--- config.mk ---
export PLATFORM = sky130hd
export DESIGN_NAME = multicycle_main_fsm
export DESIGN_NICKNAME = d
export VERILOG_FILES = /design/src/rtl/rv_ctrl_pkg.sv /design/src/rtl/imm_src_decode.sv /design/src/rtl/multicycle_main_fsm.sv
export SDC_FILE = /design/constraint.sdc
export NUM_CORES = 1
export LEC_CHECK = 0
export CORE_UTILIZATION = 44
export DETAILED_ROUTE_END_ITERATION = 12
export PLACE_DENSITY = 0.8
export SETUP_SLACK_MARGIN = 0.3
export SYNTH_ARGS = -nofsm -noshare
export SYNTH_HDL_FRONTEND = slang
export SYNTH_SLANG_ARGS = --single-unit
export TNS_END_PERCENT = 10
--- constraint.sdc ---
create_clock -name clk -period 2 [get_ports clk]
set_input_delay 0.2 -clock clk [delete_from_list [all_inputs] [get_ports clk]]
set_output_delay 0.2 -clock clk [all_outputs]
set_load 0.005 [all_outputs]
--- src/rtl/rv_ctrl_pkg.sv ---
// -----------------------------------------------------------------------------
// rv_ctrl_pkg
// Shared control definitions for the RV32I multicycle core. The datapath, the
// ALU decoder and the main controller all use these definitions:
//   - state_t     : main controller state encoding
//   - OP_*        : RV32I major opcodes understood by the controller
//   - IMM_*       : ImmSrc encodings
//   - ALUOP_*     : ALUOp encodings
//   - RES_*       : ResultSrc encodings
//   - SRCA_*      : ALUSrcA encodings
//   - SRCB_*      : ALUSrcB encodings
//   - decode_next : DECODE-state dispatch from opcode to the next state
// -----------------------------------------------------------------------------
package rv_ctrl_pkg;

  typedef enum logic [3:0] {
    S_FETCH    = 4'd0,
    S_DECODE   = 4'd1,
    S_MEMADR   = 4'd2,
    S_MEMREAD  = 4'd3,
    S_MEMWB    = 4'd4,
    S_MEMWRITE = 4'd5,
    S_EXECR    = 4'd6,
    S_EXECI    = 4'd7,
    S_ALUWB    = 4'd8,
    S_BEQ      = 4'd9,
    S_JAL      = 4'd10,
    S_JALR     = 4'd11,
    S_JALRPC   = 4'd12,
    S_LUI      = 4'd13,
    S_AUIPC    = 4'd14,
    S_TRAP     = 4'd15
  } state_t;

  localparam logic [6:0] OP_BUBBLE = 7'b0000000;
  localparam logic [6:0] OP_LOAD   = 7'b0000011;
  localparam logic [6:0] OP_STORE  = 7'b0100011;
  localparam logic [6:0] OP_RTYPE  = 7'b0110011;
  localparam logic [6:0] OP_ITYPE  = 7'b0010011;
  localparam logic [6:0] OP_BRANCH = 7'b1100011;
  localparam logic [6:0] OP_JAL    = 7'b1101111;
  localparam logic [6:0] OP_JALR   = 7'b1100111;
  localparam logic [6:0] OP_LUI    = 7'b0110111;
  localparam logic [6:0] OP_AUIPC  = 7'b0010111;

  localparam logic [2:0] IMM_I = 3'b000;
  localparam logic [2:0] IMM_S = 3'b001;
  localparam logic [2:0] IMM_B = 3'b010;
  localparam logic [2:0] IMM_J = 3'b011;
  localparam logic [2:0] IMM_U = 3'b100;

  localparam logic [1:0] ALUOP_ADD   = 2'b00;
  localparam logic [1:0] ALUOP_SUB   = 2'b01;
  localparam logic [1:0] ALUOP_FUNCT = 2'b10;
  localparam logic [1:0] ALUOP_PASSB = 2'b11;

  localparam logic [1:0] RES_ALUOUT    = 2'b00;
  localparam logic [1:0] RES_READDATA  = 2'b01;
  localparam logic [1:0] RES_ALURESULT = 2'b10;

  localparam logic [1:0] SRCA_PC    = 2'b00;
  localparam logic [1:0] SRCA_OLDPC = 2'b01;
  localparam logic [1:0] SRCA_RS1   = 2'b10;

  localparam logic [1:0] SRCB_RS2  = 2'b00;
  localparam logic [1:0] SRCB_IMM  = 2'b01;
  localparam logic [1:0] SRCB_FOUR = 2'b10;

  // An all-zero opcode is a bubble: return to FETCH without retiring.
  // Anything not recognised lands in TRAP.
  function automatic state_t decode_next(input logic [6:0] op);
    state_t nxt;
    case (op)
      OP_LOAD, OP_STORE: nxt = S_MEMADR;
      OP_RTYPE:          nxt = S_EXECR;
      OP_ITYPE:          nxt = S_EXECI;
      OP_BRANCH:         nxt = S_BEQ;
      OP_JAL:            nxt = S_JAL;
      OP_JALR:           nxt = S_JALR;
      OP_LUI:            nxt = S_LUI;
      OP_AUIPC:          nxt = S_AUIPC;
      OP_BUBBLE:         nxt = S_FETCH;
      default:           nxt = S_TRAP;
    endcase
    return nxt;
  endfunction

endpackage

--- src/rtl/imm_src_decode.sv ---
// -----------------------------------------------------------------------------
// imm_src_decode
// Combinational opcode -> immediate-format select. Kept separate so the
// pipelined core can reuse it in its decode stage.
// Ports:
//   op      in  OP_W  opcode from instruction register
//   ImmSrc  out 3     I 000, S 001, B 010, J 011, U 100, anything else 000
// -----------------------------------------------------------------------------
module imm_src_decode
  import rv_ctrl_pkg::*;
#(
  parameter int OP_W = 7
) (
  input  logic [OP_W-1:0] op,
  output logic [2:0]      ImmSrc
);

  // Opcode to immediate format
  always_comb begin
    ImmSrc = IMM_I;
    case (op)
      OP_LOAD, OP_ITYPE, OP_JALR: ImmSrc = IMM_I;
      OP_STORE:                   ImmSrc = IMM_S;
      OP_BRANCH:                  ImmSrc = IMM_B;
      OP_JAL:                     ImmSrc = IMM_J;
      OP_LUI, OP_AUIPC:           ImmSrc = IMM_U;
      default:                    ImmSrc = IMM_I;
    endcase
  end

endmodule

--- src/rtl/multicycle_main_fsm.sv ---
// -----------------------------------------------------------------------------
// multicycle_main_fsm
// Main controller of the RV32I multicycle core. It sequences
// FETCH/DECODE/EXECUTE/MEM/WB and drives the datapath mux selects and strobes.
// Parameters:
//   OP_W           opcode width (the opcode tables are 7 bits)
//   MEM_HANDSHAKE  1: FETCH/MEMREAD/MEMWRITE wait for mem_ready; 0: ready assumed
//   CNT_W          width of the retired-instruction counter
// Ports:
//   clk, reset        rising-edge clock, synchronous active-high reset
//   op                opcode from the instruction register
//   mem_ready         unified memory access completes this cycle
//   RegWrite/MemWrite/IRWrite/PCUpdate/Branch   strobes
//   AdrSrc, ALUSrcA, ALUSrcB, ResultSrc, ALUOp  datapath selects
//   ImmSrc            immediate format, decoded directly from op
//   illegal           sticky flag: an unknown opcode reached DECODE
//   instr_done        1-cycle pulse on the last state of each instruction
//   retired           count of instr_done pulses, wraps
// -----------------------------------------------------------------------------
module multicycle_main_fsm
  import rv_ctrl_pkg::*;
#(
  parameter int OP_W          = 7,
  parameter bit MEM_HANDSHAKE = 1'b1,
  parameter int CNT_W         = 32
) (
  input  logic             clk,
  input  logic             reset,
  input  logic [OP_W-1:0]  op,
  input  logic             mem_ready,
  output logic             RegWrite,
  output logic             MemWrite,
  output logic             IRWrite,
  output logic             PCUpdate,
  output logic             Branch,
  output logic             AdrSrc,
  output logic [1:0]       ALUSrcA,
  output logic [1:0]       ALUSrcB,
  output logic [1:0]       ResultSrc,
  output logic [1:0]       ALUOp,
  output logic [2:0]       ImmSrc,
  output logic             illegal,
  output logic             instr_done,
  output logic [CNT_W-1:0] retired
);

  state_t           state_r;
  state_t           next_state_s;
  logic             illegal_r;
  logic [CNT_W-1:0] retired_r;
  logic             mem_rdy_s;

  // Ungated strobes straight from the state decode
  logic reg_write_s;
  logic mem_write_s;
  logic ir_write_s;
  logic pc_update_s;
  logic branch_s;
  logic instr_done_s;

  // Without the handshake every memory access completes in one cycle
  assign mem_rdy_s = MEM_HANDSHAKE ? mem_ready : 1'b1;

  imm_src_decode #(
    .OP_W (OP_W)
  ) u_imm_src_decode (
    .op     (op),
    .ImmSrc (ImmSrc)
  );

  // State register, sticky illegal flag and retired counter
  always_ff @(posedge clk) begin
    if (reset) begin
      state_r   <= S_FETCH;
      illegal_r <= 1'b0;
      retired_r <= '0;
    end else begin
      state_r <= next_state_s;
      if (next_state_s == S_TRAP) begin
        illegal_r <= 1'b1;
      end else begin
        illegal_r <= illegal_r;
      end
      if (instr_done_s) begin
        retired_r <= retired_r + {{(CNT_W-1){1'b0}}, 1'b1};
      end else begin
        retired_r <= retired_r;
      end
    end
  end

  // Next-state logic and Moore output decode (strobes still ungated)
  always_comb begin
    next_state_s = state_r;
    reg_write_s  = 1'b0;
    mem_write_s  = 1'b0;
    ir_write_s   = 1'b0;
    pc_update_s  = 1'b0;
    branch_s     = 1'b0;
    instr_done_s = 1'b0;
    AdrSrc       = 1'b0;
    ALUSrcA      = SRCA_PC;
    ALUSrcB      = SRCB_RS2;
    ResultSrc    = RES_ALUOUT;
    ALUOp        = ALUOP_ADD;
    case (state_r)
      S_FETCH: begin
        ALUSrcB      = SRCB_FOUR;
        ResultSrc    = RES_ALURESULT;
        ir_write_s   = mem_rdy_s;
        pc_update_s  = mem_rdy_s;
        next_state_s = mem_rdy_s ? S_DECODE : S_FETCH;
      end
      S_DECODE: begin
        // Branch target OldPC + imm is computed here for BEQ
        ALUSrcA      = SRCA_OLDPC;
        ALUSrcB      = SRCB_IMM;
        next_state_s = decode_next(op);
      end
      S_MEMADR: begin
        ALUSrcA      = SRCA_RS1;
        ALUSrcB      = SRCB_IMM;
        next_state_s = (op == OP_LOAD) ? S_MEMREAD : S_MEMWRITE;
      end
      S_MEMREAD: begin
        AdrSrc       = 1'b1;
        next_state_s = mem_rdy_s ? S_MEMWB : S_MEMREAD;
      end
      S_MEMWB: begin
        ResultSrc    = RES_READDATA;
        reg_write_s  = 1'b1;
        instr_done_s = 1'b1;
        next_state_s = S_FETCH;
      end
      S_MEMWRITE: begin
        AdrSrc       = 1'b1;
        mem_write_s  = mem_rdy_s;
        instr_done_s = mem_rdy_s;
        next_state_s = mem_rdy_s ? S_FETCH : S_MEMWRITE;
      end
      S_EXECR: begin
        ALUSrcA      = SRCA_RS1;
        ALUOp        = ALUOP_FUNCT;
        next_state_s = S_ALUWB;
      end
      S_EXECI: begin
        ALUSrcA      = SRCA_RS1;
        ALUSrcB      = SRCB_IMM;
        ALUOp        = ALUOP_FUNCT;
        next_state_s = S_ALUWB;
      end
      S_LUI: begin
        ALUSrcA      = SRCA_RS1;
        ALUSrcB      = SRCB_IMM;
        ALUOp        = ALUOP_PASSB;
        next_state_s = S_ALUWB;
      end
      S_AUIPC: begin
        ALUSrcA      = SRCA_OLDPC;
        ALUSrcB      = SRCB_IMM;
        next_state_s = S_ALUWB;
      end
      S_ALUWB: begin
        reg_write_s  = 1'b1;
        instr_done_s = 1'b1;
        next_state_s = S_FETCH;
      end
      S_BEQ: begin
        // rs1 - rs2 drives Zero; PC load comes from the target latched in DECODE
        ALUSrcA      = SRCA_RS1;
        ALUOp        = ALUOP_SUB;
        branch_s     = 1'b1;
        instr_done_s = 1'b1;
        next_state_s = S_FETCH;
      end
      S_JAL: begin
        // PC takes the jump target in ALUOut while the ALU forms OldPC+4 for rd
        ALUSrcA      = SRCA_OLDPC;
        ALUSrcB      = SRCB_FOUR;
        pc_update_s  = 1'b1;
        next_state_s = S_ALUWB;
      end
      S_JALR: begin
        ALUSrcA      = SRCA_RS1;
        ALUSrcB      = SRCB_IMM;
        next_state_s = S_JALRPC;
      end
      S_JALRPC: begin
        ALUSrcA      = SRCA_OLDPC;
        ALUSrcB      = SRCB_FOUR;
        pc_update_s  = 1'b1;
        next_state_s = S_ALUWB;
      end
      S_TRAP: begin
        next_state_s = S_TRAP;
      end
      default: begin
        next_state_s = S_FETCH;
      end
    endcase
  end

  // Strobes are held low for as long as reset is asserted
  always_comb begin
    if (reset) begin
      RegWrite   = 1'b0;
      MemWrite   = 1'b0;
      IRWrite    = 1'b0;
      PCUpdate   = 1'b0;
      Branch     = 1'b0;
      instr_done = 1'b0;
    end else begin
      RegWrite   = reg_write_s;
      MemWrite   = mem_write_s;
      IRWrite    = ir_write_s;
      PCUpdate   = pc_update_s;
      Branch     = branch_s;
      instr_done = instr_done_s;
    end
  end

  assign illegal = illegal_r;
  assign retired = retired_r;

endmodule

==> impl_metrics.env, run 1 <==
export IMPL_ff2ff_path_depth=6
export IMPL_cts_hold_buf=0
export IMPL_vias_per_cell=5.846
export IMPL_cts_root_buffer="clkbuf_8"
export IMPL_timing_slew_headroom=0.6578
export IMPL_cts_tree="yes"
export IMPL_hold_depth=2
export IMPL_setup_tns_final_ns=0
export IMPL_max_cap_viol_count=0
export IMPL_drive_above_1_share=0.2805
export IMPL_ys_warn_count=0
export IMPL_cp_max_fo=8
export IMPL_synth_area_um2=2326
export IMPL_ys_seq_area_frac=0.3185
export IMPL_arrival_ns=2.19
export IMPL_wl_um=7636
export IMPL_clk_path_buf_depth=2
export IMPL_dpl_cell_area_um2=3284
export IMPL_ios=61
export IMPL_final_antenna_net_count=0
export IMPL_switching_power_mw=0.6062
export IMPL_cts_sinks=37
export IMPL_synth_fp_nets=316
export IMPL_report_final_slew_viol_count=0
export IMPL_synth_top_area_frac=0.3185
export IMPL_p_int_mw=1.402
export IMPL_hold_path_end="retired[15]"
export IMPL_initial_core_util=0.4554
export IMPL_finalCritPeriodShare=0.9812
export IMPL_finalHoldViolations=0
export IMPL_ir_worst_vdd_uv=431.4
export IMPL_critPathLaunchType="register"
export IMPL_synthTopCellsByArea="dfxtp_1 32%, a21oi_1 5.4%, or4_1 4.5%"
export IMPL_ys_ff_latch=37
export IMPL_die_w_um=74.71
export IMPL_criticalPathCategory="register to register"
export IMPL_setup_viol=0
export IMPL_antenna_cells=0
export IMPL_drc_errors=0
export IMPL_fin_nets=420
export IMPL_hpwlAfterDp_um=4904
export IMPL_num_rows=26
export IMPL_hp_start="retired[15]"
export IMPL_r2r_start="state_r[3]"
export IMPL_ys_types=49
export IMPL_portBuffers=60
export IMPL_synthCells=305
export IMPL_vias=2806
export IMPL_cts_htree_levels=2
export IMPL_die_y_um=74.71
export IMPL_insertion_delay_ns=0.30
export IMPL_cp_required_ns=2.23
export IMPL_timing_rr_end="retired[29]"
export IMPL_dr_first_iter_drc_count=211
export IMPL_finalWeightedCongestion=0.9011
export IMPL_synth_edf_count=0
export IMPL_path_clk_slew_ns=0.08
export IMPL_leakagePower_nw=1.339
export IMPL_hold_class="register to register"
export IMPL_grt_antenna_before_repair=0
export IMPL_grt_use_total=0.2635
export IMPL_synthFlopType="dfxtp_1"
export IMPL_post_drt_wl_per_cell_um=15.91
export IMPL_power_density_nw_per_um2=547.6
export IMPL_p_sw_frac=0.3019
export IMPL_gr_total_overflow=0
export IMPL_cp_end_kind="register"
export IMPL_seq_power_share=0.395
export IMPL_pwr_share_comb=0.310
export IMPL_grt_pass1_vias=2435
export IMPL_min_period_ns=1.962
export IMPL_grt_pass1_wl_um=11280
export IMPL_avgSynthCellArea_um2=7.626
export IMPL_core_region_area_um2=5107
export IMPL_firstDrtPassIters=4
export IMPL_max_freq_mhz=509.6
export IMPL_status="finished, final reports clean"
export IMPL_clkPwrFrac=0.295
export IMPL_r2r_slack_ns=0.04
export IMPL_skew_ns=0.007552
export IMPL_rsz0062_at_grt="yes"
export IMPL_async_reset_ff_frac=0
export IMPL_dieArea_um2=5581
export IMPL_grt_start_max_net_pins=34
export IMPL_syn2layout_area_growth_pct=57.67
export IMPL_layout_commonest_cell="buf_4"
export IMPL_layout_common_cells="54 x buf_4, 48 x clkdlybuf4s50_1, 27 x dfxtp_1"
export IMPL_synth_top_cell_by_area="dfxtp_1"
export IMPL_worstMarginPinSlew_ns=0.5089
export IMPL_numCtsBuffers=5
export IMPL_fin_area_um2=3667
## cell families after synthesis
logic type / Yosys count / synth area share
AO/OA/AOI/OAI: 76 / 0.2098
XOR/XNOR: 13 / 0.04895
adder cells (fa/ha/maj): 1 / 0.005378
buffers and inverters: 39 / 0.07154
flip-flops: 37 / 0.3185
multiplexers: 2 / 0.009682
AND/OR/NAND/NOR: 137 / 0.3362
## synthesized netlist by cell type (2+ instances only)
master,instances
inv_1,14
o21a_1,2
and2_1,4
nand2_1,19
nand2b_1,5
or2_2,3
or4b_2,2
a211oi_1,4
nor3_1,13
a21o_1,3
buf_6,2
a311oi_1,2
and3_1,3
clkbuf_1,19
buf_1,2
mux2_2,2
o21ai_0,13
o41ai_1,2
dfxtp_1,37
nand4_1,7
nand3_1,13
or3_1,9
or4_1,14
nor2_1,23
nor4b_1,3
xnor2_1,11
o211ai_1,5
xor2_1,2
nand4b_1,3
nor2b_1,3
o31ai_1,13
a21oi_1,25
nor4_1,7
## flip-flops by register name (all words and copies together) (netlist names)
name and cells:
state_r 4, illegal 1, retired 32
## critical path, stage by stage (launching register included)
cell and delay, ns:
dfxtp_4 0.39, nand2b_4 0.15, o21a_1 0.20, or3_4 0.43, clkbuf_16 0.18, or4_1 0.41, a21oi_1 0.15
## layout make-up
| class | instances | area (um^2) |
|---|---|---|
| fillers | 386 | 1440 |
| flip-flops and latches | 37 | 763.2 |
| well taps | 70 | 87.58 |
| multi-input cells | 229 | 1546 |
| inverters | 14 | 52.55 |
| clock buffers | 7 | 96.34 |
| clock inverters | 1 | 5.005 |
| repair buffers | 122 | 1116 |
## power groups by stage
stage                     combinational, mW  clock [mW]  sequential, mW
after global routing                  0.671       0.621           0.797
after floorplan                       0.304           0           0.791
after CTS                             0.590       0.598           0.793
final                                 0.622       0.593           0.793
after detailed placement              0.559           0           0.805
after global placement                0.553           0           0.804
## metal layers
layer	GRT usage	routed length, um
met3	0.04284	328
met1	0.3172	3282
met4	0.1069	179
met5	0	0
met2	0.4665	3846
## timing repair
action	4_1_cts	5_1_grt
gates cloned	0	2
buffers inserted	2	8
endpoints found under the setup margin	45	46
pin swaps	5	9
endpoints found under the hold margin	0	0
gates resized for setup	42	26
## worst max-delay path by stage
stage | startpoint | to | slack (ns) | depth (start not counted)
3_5_place_dp | mem_ready | retired[31] | -0.25 | 7
4_1_cts | retired[8] | retired[14] | 0.06 | 5
5_1_grt | state_r[1] | ALUOp[1] | 0.004 | 6
2_1_floorplan | state_r[3] | retired[12] | 0.04 | 8
6_report | state_r[3] | retired[29] | 0.04 | 6
3_3_place_gp | mem_ready | retired[31] | -0.22 | 7
## per-stage QoR
step	hold WS [ns]	worst slack [ns]	utilization	power [mW]	std cells
2_1_floorplan	0.4715	0.03967	-	1.095	305
3_3_place_gp	0.4778	-0.2178	0.6431	1.357	460
3_5_place_dp	0.4894	-0.2483	0.6431	1.363	460
4_1_cts	0.4989	0.06167	0.6798	1.980	470
5_1_grt	0.5273	0.004168	0.7180	2.089	480
6_report	0.5028	0.03769	0.7180	2.008	480
Note: power is estimated with default switching activity, not from simulation.
==> run 2, diff against run 1 <==
CORE_UTILIZATION = 46   (was 44)
CTS_BUF_LIST = sky130_fd_sc_hd__clkbuf_2 sky130_fd_sc_hd__clkbuf_4 sky130_fd_sc_hd__clkbuf_8   (was default)
PLACE_DENSITY = 0.83   (was 0.8)
==> impl_metrics.env, run 2 (synthesis results as in run 1) <==
export IMPL_status="finished, violations left"
export IMPL_violations="negative setup slack"
export IMPL_antenna_cells=0
export IMPL_initial_core_util=0.4860
export IMPL_rsz0062_at_grt="yes"
export IMPL_worstMarginPinSlew_ns=0.4326
export IMPL_timing_slew_headroom=0.7089
export IMPL_clk_path_buf_depth=2
export IMPL_ir_worst_vdd_uv=376.8
export IMPL_syn2layout_area_growth_pct=68.85
export IMPL_skew_ns=0.01255
export IMPL_vias=3052
export IMPL_setup_tns_final_ns=-0.007255
export IMPL_core_region_area_um2=4786
export IMPL_die_w_um=73.11
export IMPL_drc_errors=0
export IMPL_dpl_cell_area_um2=3343
export IMPL_cts_htree_levels=2
export IMPL_hold_class="register to register"
export IMPL_endpoint="ALUSrcA[1]"
export IMPL_cts_sinks=37
export IMPL_layout_setup_ws_ns=-0.007255
export IMPL_r2r_slack_ns=0.01
export IMPL_path_cells="buf_6, buf_4, o21ai_0, o21ai_0, clkdlybuf4s50_1"
export IMPL_dpl_worst_slack_ns=-0.2384
export IMPL_timing_rr_end="retired[11]"
export IMPL_gr_total_overflow=0
export IMPL_arrival_ns=1.81
export IMPL_finalCritPeriodShare=1.004
export IMPL_wl_um=8985
export IMPL_setup_worst_path_start="state_r[1]"
export IMPL_crit_cells=5
export IMPL_r2r_start="state_r[1]"
export IMPL_final_antenna_net_count=0
export IMPL_grt_pass1_wl_um=11160
export IMPL_setup_viol=1
export IMPL_numCtsBuffers=5
export IMPL_ff2ff_path_depth=7
export IMPL_ios=61
export IMPL_leakagePower_nw=1.484
export IMPL_fin_nets=430
export IMPL_grt_antenna_before_repair=0
export IMPL_cp_num_buf_inv=3
export IMPL_max_cap_viol_count=0
export IMPL_insertion_delay_ns=0.30
export IMPL_grt_use_total=0.2661
export IMPL_num_rows=25
export IMPL_slowest_delay_ns=0.53
export IMPL_grt_pass1_vias=2536
export IMPL_cp_required_ns=1.80
export IMPL_dr_first_iter_drc_count=281
export IMPL_cts_root_buffer="clkbuf_8"
export IMPL_post_drt_wl_per_cell_um=18.45
export IMPL_cp_max_fo=12
export IMPL_layout_commonest_cell="buf_4"
export IMPL_finalHoldViolations=0
export IMPL_fill_cells=254
export IMPL_criticalPathCategory="register to primary output"
export IMPL_vias_per_cell=6.267
export IMPL_grt_start_max_net_pins=33
export IMPL_finalWeightedCongestion=0.9474
export IMPL_cp_end_kind="primary output"
export IMPL_critPathLaunchType="register"
export IMPL_path_common_cell="o21ai_0"
export IMPL_fin_area_um2=3928
export IMPL_report_final_slew_viol_count=0
export IMPL_dieArea_um2=5345
export IMPL_largest_reg_flops=32
export IMPL_power_density_nw_per_um2=564.3
export IMPL_die_y_um=73.11
export IMPL_hpwlAfterDp_um=4833
export IMPL_max_freq_mhz=498.2
export IMPL_layout_common_cells="57 x buf_4, 44 x clkdlybuf4s50_1, 21 x dfxtp_1"
export IMPL_firstDrtPassIters=5
export IMPL_cp_slowest_cell="clkdlybuf4s50_1"
export IMPL_cts_tree="yes"
export IMPL_min_period_ns=2.007
export IMPL_portBuffers=60
export IMPL_cp_top_family="buffers and inverters"
export IMPL_path_clk_slew_ns=0.08
export IMPL_drive_above_1_share=0.3833
run 2: routing by layer:
| metal | vias to the layer above | global-route usage | wire length, um | part of all wire |
|---|---|---|---|---|
| li1 | 1360 | - | - | - |
| met1 | 1422 | 0.3251 | 3438 | 0.38 |
| met2 | 204 | 0.4465 | 4361 | 0.49 |
| met3 | 66 | 0.05525 | 683 | 0.076 |
| met4 | 0 | 0.1242 | 502 | 0.056 |
| met5 | - | 0 | 0 | 0 |
run 2: final cells by class:
type | instances | area (um^2) | share of cell area
Clock buffer | 7 | 90.09 | 0.02294
Clock inverter | 1 | 30.03 | 0.007646
Inverter | 14 | 52.55 | 0.01338
Multi-Input combinational cell | 229 | 1688 | 0.4298
Sequential cell | 37 | 770.7 | 0.1962
Tap cell | 67 | 83.83 | 0.02134
Timing Repair Buffer | 132 | 1212 | 0.3087
run 2: worst min path at each step:
stage | start | end | slack [ns] | cells past startpoint
after floorplan | mem_ready | state_r[0] | 0.47 | 2
after global placement | retired[13] | retired[13] | 0.48 | 2
after detailed placement | retired[27] | retired[27] | 0.49 | 2
after CTS | retired[15] | retired[15] | 0.50 | 2
after global routing | retired[13] | retired[13] | 0.50 | 2
final | retired[13] | retired[13] | 0.49 | 2
run 2: timing repair:
item / 4_1_cts / 5_1_grt
endpoints found under the setup margin: 45 / 43
hold buffers: 0 / 0
setup buffers: 4 / 10
pin swaps: 1 / 50
resized for setup: 40 / 88
gates cloned: 1 / 2
run 2: worst reg2reg max path, stage by stage, from the launching register on:
cell     delay [ns]
dfxtp_2        0.35
buf_6          0.14
inv_1          0.08
nand2_1        0.13
or3_4          0.44
buf_6          0.15
or4_1          0.48
a21oi_1        0.15
run 2: through the flow:
stage,std cells,utilization,power (mW),hold slack [ns]
2_1_floorplan,305,-,1.095,0.4715
3_3_place_gp,462,0.6986,1.357,0.4781
3_5_place_dp,462,0.6986,1.366,0.4880
4_1_cts,475,0.7422,2.074,0.5023
5_1_grt,487,0.8207,2.292,0.5020
6_report,487,0.8207,2.216,0.4937
run 2: power breakdown:
part / total, mW / internal, mW / switching [mW]
combinational: 0.726 / 0.380 / 0.346
clock: 0.692 / 0.420 / 0.272
sequential: 0.799 / 0.763 / 0.0355
total: 2.22 / 1.56 / 0.653
